$ cat config.mk
export PLATFORM = sky130hd
export DESIGN_NAME = vedic_mult_seq8
export DESIGN_NICKNAME = d
export VERILOG_FILES = /design/src/rtl/vedic_pkg.sv /design/src/rtl/vedic_mult4.sv /design/src/rtl/vedic_mult_seq8.sv
export SDC_FILE = /design/constraint.sdc
export NUM_CORES = 1
export LEC_CHECK = 0
export CORE_ASPECT_RATIO = 1.2
export CORE_MARGIN = 2
export CORE_UTILIZATION = 40
export DETAILED_ROUTE_END_ITERATION = 7
export PLACE_DENSITY = 0.66
export SYNTH_ARGS = -nofsm -noshare
export SYNTH_HDL_FRONTEND = slang
export SYNTH_HIERARCHICAL = 1
export SYNTH_SLANG_ARGS = --single-unit
$ cat constraint.sdc
create_clock -name clk -period 4.94 [get_ports clk]
set_input_delay 0.494 -clock clk [delete_from_list [all_inputs] [get_ports clk]]
set_output_delay 0.494 -clock clk [all_outputs]
set_load 0.02 [all_outputs]
$ cat src/rtl/vedic_pkg.sv
// Shared definitions for the sequential 8x8 Vedic multiplier:
// operand/product widths and the controller state encoding.
package vedic_pkg;

   localparam int OP_W   = 8;
   localparam int HALF_W = 4;
   localparam int PROD_W = 16;

   typedef enum logic [2:0] {
      IDLE,
      PP0,
      PP1,
      PP2,
      PP3,
      DONE
   } state_e;

endpackage : vedic_pkg

$ cat src/rtl/vedic_mult4.sv
// Combinational 4x4 unsigned multiplier built Urdhva-Tiryagbhyam style
// from four 2x2 Vedic cells whose vertical/crosswise sums are merged.
import vedic_pkg::*;

module vedic_mult4 (
   input  logic [HALF_W-1:0]   x,
   input  logic [HALF_W-1:0]   y,
   output logic [2*HALF_W-1:0] p
);

   // 2x2 Vedic cell: vertical LSB, crosswise middle, vertical MSB plus carry
   function automatic logic [3:0] mult2(input logic [1:0] u, input logic [1:0] v);
      logic p0, s1, c1, s2, c2;
      p0 = u[0] & v[0];
      s1 = (u[1] & v[0]) ^ (u[0] & v[1]);
      c1 = (u[1] & v[0]) & (u[0] & v[1]);
      s2 = (u[1] & v[1]) ^ c1;
      c2 = (u[1] & v[1]) & c1;
      return {c2, s2, s1, p0};
   endfunction

   logic [3:0] q0, q1, q2, q3;
   logic [4:0] mid;
   logic [3:0] hi;

   // Combine the four 2x2 products: q0 + (q1 + q2) << 2 + q3 << 4
   always_comb begin
      q0  = mult2(x[1:0], y[1:0]);
      q1  = mult2(x[3:2], y[1:0]);
      q2  = mult2(x[1:0], y[3:2]);
      q3  = mult2(x[3:2], y[3:2]);
      mid = {1'b0, q1} + {1'b0, q2} + {3'b000, q0[3:2]};
      hi  = q3 + {1'b0, mid[4:2]};
      p   = {hi, mid[1:0], q0[1:0]};
   end

endmodule : vedic_mult4

$ cat src/rtl/vedic_mult_seq8.sv
// Sequential 8x8 unsigned multiplier: one 4x4 Vedic core is reused over
// four partial-product cycles (PP0..PP3) into a 16-bit accumulator.
// Optional macro VEDIC_APPROX_EN: the low APPROX_BITS of each accumulate
// are OR-ed instead of added (no carry out of that field).
import vedic_pkg::*;

module vedic_mult_seq8 #(
   parameter int APPROX_BITS = 8
) (
   input  logic              clk,
   input  logic              rst_n,
   input  logic              in_valid,
   output logic              in_ready,
   input  logic [OP_W-1:0]   a,
   input  logic [OP_W-1:0]   b,
   output logic              out_valid,
   input  logic              out_ready,
   output logic [PROD_W-1:0] product
);

   if (APPROX_BITS < 1 || APPROX_BITS > 15) begin : g_bad_approx_bits
      $error("vedic_mult_seq8: APPROX_BITS must be within 1..15");
   end

   state_e                   state_q, state_d;
   logic [OP_W-1:0]          a_q, a_d, b_q, b_d;
   logic [PROD_W-1:0]        acc_q, acc_d;
   logic [HALF_W-1:0]        m_x, m_y;
   logic [2*HALF_W-1:0]      pp;
   logic [PROD_W-1:0]        addend;
   logic [PROD_W-1:0]        acc_sum;
   logic                     accept;

   vedic_mult4 u_mult4 (
      .x (m_x),
      .y (m_y),
      .p (pp)
   );

   // Select operand halves for the shared core and align its result
   always_comb begin
      m_x    = a_q[HALF_W-1:0];
      m_y    = b_q[HALF_W-1:0];
      addend = PROD_W'(pp);
      case (state_q)
         PP1: begin
            m_x    = a_q[OP_W-1:HALF_W];
            addend = PROD_W'(pp) << HALF_W;
         end
         PP2: begin
            m_y    = b_q[OP_W-1:HALF_W];
            addend = PROD_W'(pp) << HALF_W;
         end
         PP3: begin
            m_x    = a_q[OP_W-1:HALF_W];
            m_y    = b_q[OP_W-1:HALF_W];
            addend = PROD_W'(pp) << OP_W;
         end
         default: ;
      endcase
   end

`ifdef VEDIC_APPROX_EN
   localparam logic [PROD_W-1:0] LO_MASK = PROD_W'((32'd1 << APPROX_BITS) - 32'd1);

   // Approximate accumulate: OR in the low field, exact add above it
   always_comb begin
      acc_sum = ((acc_q | addend) & LO_MASK)
              | (((acc_q & ~LO_MASK) + (addend & ~LO_MASK)) & ~LO_MASK);
   end
`else
   // Exact accumulate; carry out of bit 15 is dropped
   always_comb begin
      acc_sum = acc_q + addend;
   end
`endif

   // Handshake outputs; in_ready is held low while reset is asserted
   always_comb begin
      in_ready  = (state_q == IDLE) && rst_n;
      out_valid = (state_q == DONE);
      product   = out_valid ? acc_q : '0;
      accept    = in_valid && in_ready;
   end

   // Next-state and datapath update for the controller
   always_comb begin
      state_d = state_q;
      a_d     = a_q;
      b_d     = b_q;
      acc_d   = acc_q;
      case (state_q)
         IDLE: begin
            if (accept) begin
               a_d     = a;
               b_d     = b;
               acc_d   = '0;
               state_d = PP0;
            end
         end
         PP0: begin
            acc_d   = acc_sum;
            state_d = PP1;
         end
         PP1: begin
            acc_d   = acc_sum;
            state_d = PP2;
         end
         PP2: begin
            acc_d   = acc_sum;
            state_d = PP3;
         end
         PP3: begin
            acc_d   = acc_sum;
            state_d = DONE;
         end
         DONE: begin
            if (out_ready) begin
               state_d = IDLE;
            end
         end
         default: state_d = IDLE;
      endcase
   end

   // State and datapath registers, cleared asynchronously
   always_ff @(posedge clk or negedge rst_n) begin
      if (!rst_n) begin
         state_q <= IDLE;
         a_q     <= '0;
         b_q     <= '0;
         acc_q   <= '0;
      end else begin
         state_q <= state_d;
         a_q     <= a_d;
         b_q     <= b_d;
         acc_q   <= acc_d;
      end
   end

endmodule : vedic_mult_seq8

# Yosys cells after proc, flatten, opt, wreduce, memory -nomap -nowiden
# Cells that the tools add are included.
# Widths: inputs -> output; s select.
# op_classes
n_bitwise,32
n_reduce_logical,11
n_addsub,4
n_shift,0
order_cmp,0
mul,0
eq_ne,7
mux,9
div,0
# op_table
cell,n
$pmux 16 s2,2
$mux 16,2
$and 1x1->1,24
$pmux 3 s6,1
$add 16x16->16,1
$mux 4,2
$xor 1x1->1,8
$eq 3x2->1 const B,2
$eq 3x3->1 const B,2
$mux 3,2
$reduce_and 2->1,3
$reduce_or 2->1,3
$add 4x4->5,1
$add 5x2->5,1
$add 4x3->4,1
$reduce_or 4->1,1
$eq 3x1->1 const B,1
$logic_not 3->1,1
$logic_and 1x1->1,2
$ne 2x1->1 const B,1
$ne 2x2->1 const B,1
$reduce_bool 2->1,1
# word_totals
word_cells,67
mem_count,0
romBits,0
reg_bits,35
ram_bits,0
latch_bits,0

# Depth between registers and ports, before layout
# Gate-level depths: netlist (run 1).
# depth
depth_word,12
mapped_depth,28
depth_no_buf,27

# Cells and area by module
# Netlist (run 1), hierarchy kept.
# by_module_without_submodules
mod,area_per_inst_um2,cells_per_inst,seq_area_each_um2,n_inst
vedic_mult_seq8,2701.3,292,875.8,1
vedic_mult4,478.0,52,0.0,1

# Worst setup path after synthesis (run 1)
# No wires, ideal clock.
# synth_timing
path_kind,register to register
startpoint,reg state_q[2]
endpoint,reg acc_q[13]
period_less_slack_ps,5477
setup_slack_ps,-537
path_stages_with_launch,26
t_arrival_ps,5356
required_ps,4819
cell_sequence,dfrtp_1 -> nand2b_1 -> clkbuf_1 -> a21oi_2 -> mux2_2 -> and2_1 -> ha_1 -> ha_1 -> inv_1 -> fa_1 -> inv_1 -> ha_1 -> inv_1 -> fa_1 -> xnor2_1 -> ha_1 -> a21o_1 -> a21oi_2 -> xnor2_1 -> a32o_1 -> ha_1 -> and2_4 -> or3b_1 -> o211ai_2 -> xor2_1 -> a22o_1
# synth_between
elab_chain_cells,12
elab_cells_between_ends,54
cone_classes,4 x add/sub; 5 x eq/ne; 4 x mux; 32 x bitwise; 9 x reduce/logical
# synth_rtl
element,line,source
from (decl),vedic_mult_seq8.sv:25,"state_e state_q, state_d;"
from (signal assigned),vedic_mult_seq8.sv:134,state_q <= state_d;
$eq 3x3->1 or $eq 3x2->1 (tied branches),vedic_mult_seq8.sv:45,case (state_q)
$reduce_or 2->1 (no line) (*),--,
$mux 4 (*),vedic_mult_seq8.sv:45,
net m_x[1],vedic_mult_seq8.sv:28,"logic [HALF_W-1:0] m_x, m_y;"
$and 1x1->1,"vedic_mult4.sv:15, vedic_mult4.sv:16",
$and 1x1->1,vedic_mult4.sv:16,c1 = (u[1] & v[0]) & (u[0] & v[1]);
$xor 1x1->1 or $and 1x1->1 (tied branches),"vedic_mult4.sv:17, vedic_mult4.sv:18",
$add 4x4->5,vedic_mult4.sv:32,"mid = {1'b0, q1} + {1'b0, q2} + {3'b000, q0[3:2]};"
$add 5x2->5 (*),vedic_mult4.sv:32,
$add 4x3->4 (*),vedic_mult4.sv:33,"hi = q3 + {1'b0, mid[4:2]};"
net pp[7],vedic_mult_seq8.sv:29,logic [2*HALF_W-1:0] pp;
$pmux 16 s2 (*),vedic_mult_seq8.sv:45,
$add 16x16->16 (*),vedic_mult_seq8.sv:74,acc_sum = acc_q + addend;
$pmux 16 s2 (*),vedic_mult_seq8.sv:92,case (state_q)
to (signal assigned),vedic_mult_seq8.sv:132,acc_q <= '0;
to (signal assigned),vedic_mult_seq8.sv:137,acc_q <= acc_d;
to (decl),vedic_mult_seq8.sv:27,"logic [PROD_W-1:0] acc_q, acc_d;"
# Mark *: on every way through the listed nets, which the timed path passes. The rest lies on a longest branch.
# A chain may end at the register's enable or synchronous reset.

# Worst setup path in the final report (run 1)
# layout_timing
startpoint,reg state_q[1]
endpoint,reg acc_q[14]
# layout_between
elab_chain_cells,12
elab_cells_between_ends,54
cone_classes,4 x add/sub; 5 x eq/ne; 4 x mux; 32 x bitwise; 9 x reduce/logical
# layout_rtl
element,line
$eq 3x3->1 or $eq 3x2->1 (tied branches),vedic_mult_seq8.sv:45
$reduce_or 2->1 (no line) (*),--
$mux 4 (*),vedic_mult_seq8.sv:45
net m_y[1],vedic_mult_seq8.sv:28
$and 1x1->1,"vedic_mult4.sv:15, vedic_mult4.sv:16"
$and 1x1->1,vedic_mult4.sv:16
$xor 1x1->1 or $and 1x1->1 (tied branches),"vedic_mult4.sv:17, vedic_mult4.sv:18"
$add 4x4->5,vedic_mult4.sv:32
$add 5x2->5 (*),vedic_mult4.sv:32
$add 4x3->4 (*),vedic_mult4.sv:33
net pp[7],vedic_mult_seq8.sv:29
$pmux 16 s2 (*),vedic_mult_seq8.sv:45
$add 16x16->16 (*),vedic_mult_seq8.sv:74
$pmux 16 s2 (*),vedic_mult_seq8.sv:92
# Marked as above.

==> results of run 1 <==
metrics by stage:
stage	util, %	cell area [um^2]	hold slack (ns)	setup TNS [ns]
floorplan	-	3373	0.1984	-1.244
global placement	53.15	4096	0.4896	-2.244
detailed placement	53.15	4096	0.4929	-3.476
CTS	57.84	4458	0.3590	-3.220
global route	58.88	4538	0.3943	-5.319
finish	58.88	4538	0.3273	-3.010
state kept, by name, indices dropped and copies added, names as in the netlist:
name     cells
acc_q       16
state_q      3
b_q          8
a_q          8
cell usage in the layout, fill, tap and decap left out, drive strengths merged, types with 6 or more instances in the layout:
| cell type | count |
|---|---|
| xor2 | 6 |
| dfrtp | 35 |
| buf | 57 |
| a22o | 11 |
| inv | 15 |
| and3 | 9 |
| mux2 | 20 |
| o211ai | 6 |
| nand2 | 32 |
| ha | 31 |
| o21ai | 18 |
| a21oi | 24 |
| clkdlybuf4s50 | 36 |
| and2 | 34 |
| nor2 | 8 |
| xnor2 | 11 |
| o22ai | 6 |
synthesized netlist by cell type (3+ instances only):
cell type and count:
sky130_fd_sc_hd__a22o_1 11, sky130_fd_sc_hd__o211ai_1 5, sky130_fd_sc_hd__xnor2_1 10, sky130_fd_sc_hd__nor2b_1 3
sky130_fd_sc_hd__dfrtp_1 35, sky130_fd_sc_hd__a22oi_1 4, sky130_fd_sc_hd__nand4_1 3, sky130_fd_sc_hd__a21oi_2 4
sky130_fd_sc_hd__inv_1 15, sky130_fd_sc_hd__xor2_1 6, sky130_fd_sc_hd__a21oi_1 20, sky130_fd_sc_hd__nor2_1 7
sky130_fd_sc_hd__nand2b_1 4, sky130_fd_sc_hd__ha_1 31, sky130_fd_sc_hd__o31ai_1 4, sky130_fd_sc_hd__nand3_1 4
sky130_fd_sc_hd__mux2_2 11, sky130_fd_sc_hd__fa_1 5, sky130_fd_sc_hd__a32o_1 5, sky130_fd_sc_hd__buf_2 6
sky130_fd_sc_hd__nand2_1 32, sky130_fd_sc_hd__mux2_1 9, sky130_fd_sc_hd__buf_4 3, sky130_fd_sc_hd__and2_1 33
sky130_fd_sc_hd__a21o_1 3, sky130_fd_sc_hd__o21ai_0 3, sky130_fd_sc_hd__nand3b_1 4, sky130_fd_sc_hd__and3_1 8
sky130_fd_sc_hd__o21ai_1 15, sky130_fd_sc_hd__o22ai_1 6, sky130_fd_sc_hd__clkbuf_1 7
worst reg2reg max path, delay by kind of cell (launching register included):
family,cells,cell delay (ns)
AOI/OAI and AO/OA,8,1.37
xor gates and xnor gates,3,0.56
adders and majority gates,7,1.71
buffers and inverters,5,0.47
DFF,1,0.42
and+or+nand+nor,5,0.67
repair_timing:
action / in CTS / in global routing
setup endpoints to repair: 10 / 10
pin swaps: 27 / 19
gates resized for setup: 38 / 10
setup buffers: 9 / 2
layout make-up:
cell class	count	area (um^2)
clock buffers	5	68.82
fillers	652	3169
well taps	92	115.1
multi-input cells	278	2600
repair buffers	93	800.8
clock inverters	3	20.02
flip-flops and latches	35	877.1
inverters	15	56.30
final timing paths:
| kind | startpoint | end | slack, ns | depth (start not counted) |
|---|---|---|---|---|
| max | state_q[1]$_DFFE_PN0P_ | acc_q[14]$_DFFE_PN0P_ | -0.40 | 28 |
| min | rst_n | acc_q[9]$_DFFE_PN0P_ | 0.33 | 1 |
| max reg2reg | state_q[1]$_DFFE_PN0P_ | acc_q[14]$_DFFE_PN0P_ | -0.40 | 28 |
| min reg2reg | a_q[4]$_DFFE_PN0P_ | a_q[4]$_DFFE_PN0P_ | 0.50 | 1 |
| max in group asynchronous | rst_n | state_q[2]$_DFFE_PN0P_ | 3.96 | 1 |
| min in group clk | a_q[4]$_DFFE_PN0P_ | a_q[4]$_DFFE_PN0P_ | 0.50 | 1 |
kinds of logic after synthesis:
logic type / count (synthesis) / synth area share, %
adders and majority gates: 36 / 15.35
DFF: 35 / 27.55
buffers and inverters: 31 / 4.250
and+or+nand+nor: 111 / 20.07
xor gates and xnor gates: 17 / 4.919
AOI/OAI and AO/OA: 94 / 20.78
muxes: 20 / 7.084
metal layers:
layer / vias up / routed length [um] / track usage (%)
met5: - / 0 / 0
met3: 9 / 292 / 2.526
met4: 0 / 110 / 5.861
met2: 73 / 4321 / 34.62
li1: 1411 / - / -
met1: 1411 / 3874 / 26.98
==> out/metrics.yaml, run 1 <==
yosys:
  number_of_warning_messages_in_the_yosys_log: 6
  synth-edff-count: 0
  sequential_to_total_area_share_from_yosys_stat_pct: 27.55
  synth.lib_cells_used.distinct: 53
  synth_area_um2: 3179
  register_bit_total_from_synthesis: 35
  syn_avg_cell_area_um2: 9.242
  postSynth.asyncResetShare_pct: 100.0
  synthDominantAreaCellType: "sky130_fd_sc_hd__dfrtp_1"
  post_synth_inst_count: 344
  synth_area_leaders: "sky130_fd_sc_hd__dfrtp_1 28%, sky130_fd_sc_hd__ha_1 12%, sky130_fd_sc_hd__and2_1 6.5%"
  synthFlopType: "sky130_fd_sc_hd__dfrtp_1"
  synthDominantCellAreaShare_pct: 27.55
  number_of_nets_produced_by_synthesis: 400
sta:
  max_clk_rate_ghz: 0.1874
  rsz0062_at_grt: "yes"
  final.period_utilization_pct: 108.0
  hold_viol: 0
  finClkSkew_ns: 0.01130
  final.setup.worst_slack_ns: -0.3974
  slew_violations: 0
  maxSlewHeadroom_pct: 37.96
  worst_pin_slew_ns: 0.9305
  finalCriticalPeriod_ns: 5.337
  setup_viol: 10
outcome:
  status: "complete, but fails checks"
  failed_checks: "setup timing"
global_routing:
  first_global_vias: 2823
  grt_max_degree: 38
  globalRoute.totalOverflow: 0
  grt.total_usage_pct: 20.27
  number_of_antenna_violations_at_the_first_check_in_global_routing: 0
  grt_pass1_wl_um: 13860
finish:
  final_cells: 521
  synthToLayoutAreaGrowth_pct: 42.74
  antenna_cells_inserted: 0
  layout-drive-gt1-share_pct: 34.97
  layout.nets: 484
critical_path:
  critPathArrivalTime_ns: 5.53
  required_ns: 5.13
  worstSetupEndpointType: "flip-flop"
  critical_path.slowest_cell: "sky130_fd_sc_hd__dfrtp_1"
  timing.critical_path.mode_cell: "sky130_fd_sc_hd__ha_4"
  crit_path_max_incr_delay_ns: 0.42
  critical_path_class: "flip-flop to flip-flop"
  critical_path.max_fanout: 8
  timing.critical_path.from_type: "flip-flop"
  timing.critical_path.max_delay_family: "adder cells"
  timing.critical_path.buf_inv: 5
placement:
  pre_cts_ws_ns: -0.5701
  io_buffer_count: 37
  post_place_cells: 502
  detailed_place_hpwl_um: 6053
  gp_congestion: 0.9094
die:
  io_pins: 38
  row_count: 35
  floorplan_core_area_um2: 7707
  chipHeight_um: 101.7
  die_w_um: 85.39
  floorplan.initialDensity_pct: 41.25
  dieArea_um2: 8680
min_path:
  holdCritPathClass: "input pin to asynchronous set/reset pin"
run:
  drv_cap: 0
clocking:
  htree_num_levels: 2
  clk_transition_reported_paths_ns: 0.09
  hold_buffers: 0
  numCtsBuffers: 5
  root_buffer: "sky130_fd_sc_hd__clkbuf_8"
  clk_latency_ns: 0.30
  cts_buffer_depth: 2
  cts_tree: "done"
  sink_count: 35
routing:
  avgRoutedWirePerCell_um: 16.50
  route.antenna.remaining_nets: 0
  drt_drc_violations_left: 0
  route.vias.total: 2904
  drt-total-wl_um: 8598
  vias_per_cell: 5.574
  detail_route.first_pass.iterations: 5
  drt_iter0_markers: 180
Power of run 1 is not shown: default switching activity piles up to over one toggle a cycle in this logic, so the estimate is an artifact.
==> run 2: changes to the inputs <==
--- a/config.mk
+++ b/config.mk
@@ -10,6 +10,7 @@
 export CORE_UTILIZATION = 40
 export DETAILED_ROUTE_END_ITERATION = 7
 export PLACE_DENSITY = 0.66
+export RECOVER_POWER = 50
 export SYNTH_ARGS = -nofsm -noshare
 export SYNTH_HDL_FRONTEND = slang
 export SYNTH_HIERARCHICAL = 1
==> run 2 against run 1 <==
Compared with the run above: the flow finishes with violations (capacitance limit, slew limit, setup timing); clock skew up 0.00054 ns; first-iteration DRC count up 5.0%; register-to-register slack gained 0.03 ns; sequential share of layout area grew 0.069 points; sequential cell count stayed put; wire length is 1.1% lower; count of clock-buffer cells in the layout did not move; utilization down 0.21 points; critical endpoint unchanged; largest cell class unchanged.
==> out/metrics.yaml, run 2 (same netlist as run 1, synthesis figures left out) <==
global_routing:
  number_of_antenna_violations_at_the_first_check_in_global_routing: 0  # unchanged
  globalRoute.totalOverflow: 0  # unchanged
  grt_pass1_wl_um: 13860  # unchanged
  grt.total_usage_pct: 20.27  # unchanged
  first_global_vias: 2823  # unchanged
  grt_max_degree: 38  # unchanged
outcome:
  failed_checks: "capacitance limit, slew limit, setup timing"
  status: "complete, but fails checks"
die:
  die_w_um: 85.39  # unchanged
  dieArea_um2: 8680  # unchanged
  floorplan.initialDensity_pct: 41.25  # unchanged
  row_count: 35  # unchanged
  floorplan_core_area_um2: 7707  # unchanged
  io_pins: 38  # unchanged
  chipHeight_um: 101.7  # unchanged
finish:
  largest_registers: "acc_q (16), a_q (8), b_q (8)"
  top_register_by_number_of_flip_flops: "acc_q"
  layout-drive-gt1-share_pct: 34.50  # -0.47 points
  mostFrequentLayoutCell: "sky130_fd_sc_hd__buf_4"
  layout_common_cells: "51 x sky130_fd_sc_hd__buf_4, 36 x sky130_fd_sc_hd__clkdlybuf4s50_1, 34 x sky130_fd_sc_hd__dfrtp_1"
  antenna_cells_inserted: 0  # unchanged
  largest_register_ffs: 16  # unchanged
  layout.nets: 484  # unchanged
  synthToLayoutAreaGrowth_pct: 42.23
clocking:
  hold_buffers: 0  # unchanged
  sink_count: 35  # unchanged
  numCtsBuffers: 5  # unchanged
  clk_latency_ns: 0.30  # about the same
  cts_buffer_depth: 2  # unchanged
  cts_tree: "done"
  root_buffer: "sky130_fd_sc_hd__clkbuf_8"
  clk_transition_reported_paths_ns: 0.09  # about the same
  htree_num_levels: 2  # unchanged
sta:
  worst_pin_slew_ns: 2.188  # +1.257 ns
  finalCriticalPeriod_ns: 5.311  # -0.02652 ns
  hold_viol: 0  # unchanged
  final.setup.worst_slack_ns: -0.3709  # +0.02652 ns
  max_clk_rate_ghz: 0.1883  # +0.50%
  final.period_utilization_pct: 107.5  # -0.54 points
  setup_viol: 10  # unchanged
  finClkSkew_ns: 0.01184  # +0.0005364 ns
  slew_violations: 38  # +38
  rsz0062_at_grt: "yes"
  maxSlewHeadroom_pct: -45.87  # -84 points
  minimum_hold_slack_ns: 0.5029  # +0.1756 ns
critical_path:
  critical_path.max_fanout: 6  # -2
  crit_path_max_incr_delay_ns: 0.45  # +0.03 ns
  critPathArrivalTime_ns: 5.50  # -0.03 ns
  worstSetupEndpointType: "flip-flop"
  required_ns: 5.13  # about the same
  timing.critical_path.buf_inv: 4  # -1
  timing.critical_path.mode_cell: "sky130_fd_sc_hd__ha_4"
  critical_path.slowest_cell: "sky130_fd_sc_hd__dfrtp_2"
  timing.critical_path.max_delay_family: "adder cells"
  timing.critical_path.from_type: "flip-flop"
  critical_path_class: "flip-flop to flip-flop"
routing:
  avgRoutedWirePerCell_um: 16.33  # -1.1%
  detail_route.first_pass.iterations: 4  # -1
  drt_drc_violations_left: 0  # unchanged
  route.vias.total: 2893  # -0.38%
  drt-total-wl_um: 8507  # -1.1%
  vias_per_cell: 5.553  # -0.38%
  route.antenna.remaining_nets: 0  # unchanged
  drt_iter0_markers: 189  # +5.0%
placement:
  detailed_place_hpwl_um: 6053  # unchanged
  gp_congestion: 0.9094  # unchanged
  io_buffer_count: 37  # unchanged
run:
  drv_cap: 1  # +1
min_path:
  holdCritPathClass: "flip-flop to flip-flop"
==> run 2: cell types whose count changed in the layout (fill, tap and decap cells not counted), sizes merged <==
cell	before	now
buf	57	55
clkbuf	5	7
==> run 2: layer usage <==
| layer | up-vias | routed length, um | track usage (%) |
|---|---|---|---|
| met5 | - | 0 | 0 |
| met2 | 71 | 4264 | 34.62 |
| met4 | 0 | 142 | 5.861 |
| li1 | 1413 | - | - |
| met1 | 1397 | 3810 | 26.98 |
| met3 | 12 | 289 | 2.526 |
==> run 2: cell type report <==
cell class	instances	area, um^2
clock buffers	5	68.82
clock inverters	3	20.02
fillers	653	3186
inverters	15	56.30
multi-input cells	278	2585
flip-flops and latches	35	877.1
well taps	92	115.1
repair buffers	93	799.5
==> run 2: worst paths after layout <==
path | start | to | slack (ns) | depth (start not counted)
max | state_q[2]$_DFFE_PN0P_ | acc_q[14]$_DFFE_PN0P_ | -0.37 | 26
min | a_q[4]$_DFFE_PN0P_ | a_q[4]$_DFFE_PN0P_ | 0.50 | 1
max reg2reg | state_q[2]$_DFFE_PN0P_ | acc_q[14]$_DFFE_PN0P_ | -0.37 | 26
min reg2reg | a_q[4]$_DFFE_PN0P_ | a_q[4]$_DFFE_PN0P_ | 0.50 | 1
max in group asynchronous | rst_n | state_q[2]$_DFFE_PN0P_ | 2.69 | 1
min in group asynchronous | rst_n | acc_q[9]$_DFFE_PN0P_ | 0.83 | 1
==> run 2: what timing repair did <==
item,in CTS,in global routing
gates resized for setup,38,10
endpoints found under the setup margin,10,10
buffers inserted,9,2
pin swaps,27,19
==> run 2: stage by stage <==
| stage | utilization, % | setup TNS [ns] | instances | setup WS [ns] | area, um^2 |
|---|---|---|---|---|---|
| finish | 58.67 | -2.967 | 521 | -0.3709 | 4522 |
| global placement | 53.15 | -2.244 | 502 | -0.4516 | 4096 |
| floorplan | - | -1.244 | 344 | -0.2995 | 3373 |
| global route | 58.67 | -5.346 | 521 | -0.6280 | 4522 |
| CTS | 57.84 | -3.220 | 518 | -0.4055 | 4458 |
| detailed placement | 53.15 | -3.476 | 502 | -0.5701 | 4096 |
Power of run 2 is left out for the same reason.
